==> config.mk <==
export PLATFORM = sky130hd
export DESIGN_NAME = load_extend
export DESIGN_NICKNAME = d
export VERILOG_FILES = /design/src/rtl/regs_wb_unit_pkg.sv /design/src/rtl/regs_wb_unit_load_extend.sv
export SDC_FILE = /design/constraint.sdc
export NUM_CORES = 1
export LEC_CHECK = 0
export BUFFER_PORTS_ARGS = -buffer_cell sky130_fd_sc_hd__buf_2
export CAP_MARGIN = 15
export CORE_UTILIZATION = 40
export DETAILED_ROUTE_END_ITERATION = 7
export PLACE_DENSITY = 0.82
export SYNTH_ARGS = -nofsm -noshare
export SYNTH_HDL_FRONTEND = slang
export SYNTH_SLANG_ARGS = --single-unit
==> constraint.sdc <==
create_clock -name vclk -period 1.6
set_input_delay 0.24 -clock vclk [all_inputs]
set_output_delay 0.24 -clock vclk [all_outputs]
set_load 0.005 [all_outputs]
==> src/rtl/regs_wb_unit_pkg.sv <==
// Shared types for the writeback stage and the register file write port.
//   WbRequestType    : writeback request from the control unit
//   RegfileWriteType : register file write port payload (dst, dstdata)
//   WbStateType      : writeback stage state (IDLE, WAIT_MEM)
//   LB/LH/LW/LBU/LHU : load funct3 encodings
package top_level_types;

  typedef logic [31:0] unsigned_32;

  typedef struct packed {
    logic [4:0]  dst;
    unsigned_32  dstdata;
  } RegfileWriteType;

  typedef struct packed {
    logic [4:0]  dst;
    unsigned_32  data;
    logic        is_load;
    logic [2:0]  load_type;
    logic [1:0]  addr_lsb;
  } WbRequestType;

  typedef enum logic [0:0] {
    IDLE     = 1'b0,
    WAIT_MEM = 1'b1
  } WbStateType;

  localparam logic [2:0] LB  = 3'd0;
  localparam logic [2:0] LH  = 3'd1;
  localparam logic [2:0] LW  = 3'd2;
  localparam logic [2:0] LBU = 3'd4;
  localparam logic [2:0] LHU = 3'd5;

endpackage

==> src/rtl/regs_wb_unit_load_extend.sv <==
// Load data alignment and extension (purely combinational).
//   word      : raw 32-bit memory word
//   load_type : funct3 of the load (undefined codes behave as LW)
//   addr_lsb  : low address bits selecting byte / halfword
//   extended  : aligned, sign- or zero-extended result
module load_extend
  import top_level_types::*;
(
  input  unsigned_32  word,
  input  logic [2:0]  load_type,
  input  logic [1:0]  addr_lsb,
  output unsigned_32  extended
);

  logic [7:0]  byteSel;
  logic [15:0] halfSel;

  always_comb begin
    byteSel = '0;
    case (addr_lsb)
      2'd0:    byteSel = word[7:0];
      2'd1:    byteSel = word[15:8];
      2'd2:    byteSel = word[23:16];
      default: byteSel = word[31:24];
    endcase
  end

  // Halfword selection uses only addr_lsb[1]; a misaligned bit 0 is ignored.
  assign halfSel = addr_lsb[1] ? word[31:16] : word[15:0];

  always_comb begin
    extended = word;
    case (load_type)
      LB:      extended = {{24{byteSel[7]}}, byteSel};
      LBU:     extended = {24'd0, byteSel};
      LH:      extended = {{16{halfSel[15]}}, halfSel};
      LHU:     extended = {16'd0, halfSel};
      default: extended = word;
    endcase
  end

endmodule

==> out/metrics.csv <==
metric;value;unit
hold_buffers;0;
antenna_found_initial;0;
dieWidth;51.2;um
ys_seq_area_share;0;%
cp_slowest_cell;mux2_4;
synth.area.top_cells;mux4_1, nor2_1, o22ai_1, a21oi_1, buf_6;
outcome;finished, violations left;
dpl_cell_area;0.00142;mm^2
synth_top_area_share;19.0;%
grt_setup_unrepaired;true;
p_per_area;338;mW/mm^2
synth_top_area_cell;mux4_1;
relSlewSlack;69.7;%
final-setup-viol-count;16;
clock.fmax;610;MHz
hold_class;in -> out;
syn_avg_cell_area;7.29;um^2
stdcell_area;0.00163;mm^2
cp-end-kind;output pin;
worstPathArrival;1.40;ns
gp_congestion;0.834;
yosysUniqueCellTypes;26;
grt_overflow;0;
grt_pass1_wl;5530;um
path_cells;buf_8 -> mux2_4 -> a22oi_4 -> buf_6 -> buf_12 -> o221ai_2 -> buf_2;
dp_cells;236;
worstMarginPinSlew;0.454;ns
ant_nets;0;
portBuffers;69;
synth_cells;133;
num_antenna_cells;0;
num_rows;17;
ys_warn_count;0;
vias;1468;
cp_max_fo;5;
drt-total-wl;4130;um
drc;0;
peakVddDrop;0.000186;V
fin_cells;245;
period_needed;1.64;ns
p_leak;0.797;nW
maxSlewViolCount;0;
syn_nets;170;
synth.cell_area;970;um^2
crit_type;in -> out;
drt-pass1-iter-count;4;
drtIter0Drc;91;
cp_data_required_time;1.36;ns
grt_pass1_vias;1199;
clock_buffers;0;
cp-start-kind;input port;
synth.most_common_cell;nor2_1;
wl_per_cell;16.9;um
grt_use_total;26.9;%
hold_viol;0;
layout-drive-gt1-share;55.8;%
drv_cap;0;
ff_latch_area;0;um^2
fin_nets;256;
die_area;0.00263;mm^2
syn_to_final_growth;68.1;%
die_y;51.2;um
boundaryPins;69;
synth_common_cells;nor2_1, o22ai_1, a21oi_1, nor2b_1, inv_1;
max_stage_delay;0.31;ns
violations;negative setup slack;
vias_per_cell;5.99;
coreArea;0.00225;mm^2
design.seq.count;0;
layout_setup_ws;-0.0387;ns
period_share;102;%
dp_hpwl;2670;um
grt_max_degree;30;
start_util;43.0;%
## cell usage in the layout (no fill, tap or decap), drive strengths merged
master    n
inv       9
o31a      1
a311oi    7
nand2     7
nor2     27
or2       2
a22oi     1
nand2b    1
a221oi    2
o221ai    7
buf      96
o2bb2ai   1
o22ai    16
mux4      7
clkbuf    2
mux2i     2
mux2      2
a21oi    15
clkinv    1
nor2b    10
o21ai     1
## cell families (layout without fill, tap and decap cells)
kind of cell | count (synthesis) | after routing | share of synthesized area (%)
compound gates | 51 | 51 | 39.6
mux | 11 | 11 | 24.1
buf+inv | 25 | 108 | 15.4
simple gates | 46 | 47 | 20.9
## what timing repair did
action | CTS | global route
gates resized for setup | 17 | 10
pin swaps | 1 | 3
setup endpoints to repair | 30 | 31
buffers inserted | 4 | 0
cloned | 2 | 3
## critical path, delay by kind of cell
kind	cells	cell delay, ns
buffers and inverters	4	0.52
AOI/OAI and AO/OA	2	0.32
muxes	1	0.31
## cell type report
type               count  area (um^2)
inverters             10         37.5
multi-input cells    109          860
well taps             28         35.0
fillers              187          624
repair buffers        98          698
## routing by layer
metal / track usage, % / vias up / wire [um] / part of all wire, %
met5: 0 / - / 0 / 0
met4: 1.80 / 0 / 65 / 1.6
met3: 0.893 / 8 / 387 / 9.4
met2: 48.0 / 105 / 1990 / 48
met1: 37.3 / 679 / 1690 / 41
li1: - / 676 / - / -
## final timing paths
path | startpoint | end | slack (ns) | depth (start not counted)
setup / recovery | addr_lsb[0] | extended[13] | -0.04 | 7
hold / removal | word[12] | extended[12] | 0.80 | 4
## per-stage QoR
step,hold WS [ns],total power [mW],worst slack [ns],util (%),TNS (ns)
2_1_floorplan,0.544,0.249,0.197,-,0
3_3_place_gp,0.792,0.440,-0.0655,63.0,-0.559
3_5_place_dp,0.798,0.448,-0.0531,63.0,-0.519
4_1_cts,0.798,0.506,-0.0335,68.1,-0.424
5_1_grt,0.810,0.585,-0.0635,72.3,-0.866
6_report,0.799,0.550,-0.0387,72.3,-0.254
## report_power, final
| group | total [mW] | internal [mW] | switching [mW] | leakage [nW] |
|---|---|---|---|---|
| combinational | 0.550 | 0.291 | 0.260 | 0.797 |
| clock | 0 | 0 | 0 | 0 |
| sequential | 0 | 0 | 0 | 0 |
(Power assumes the default switching activity.)
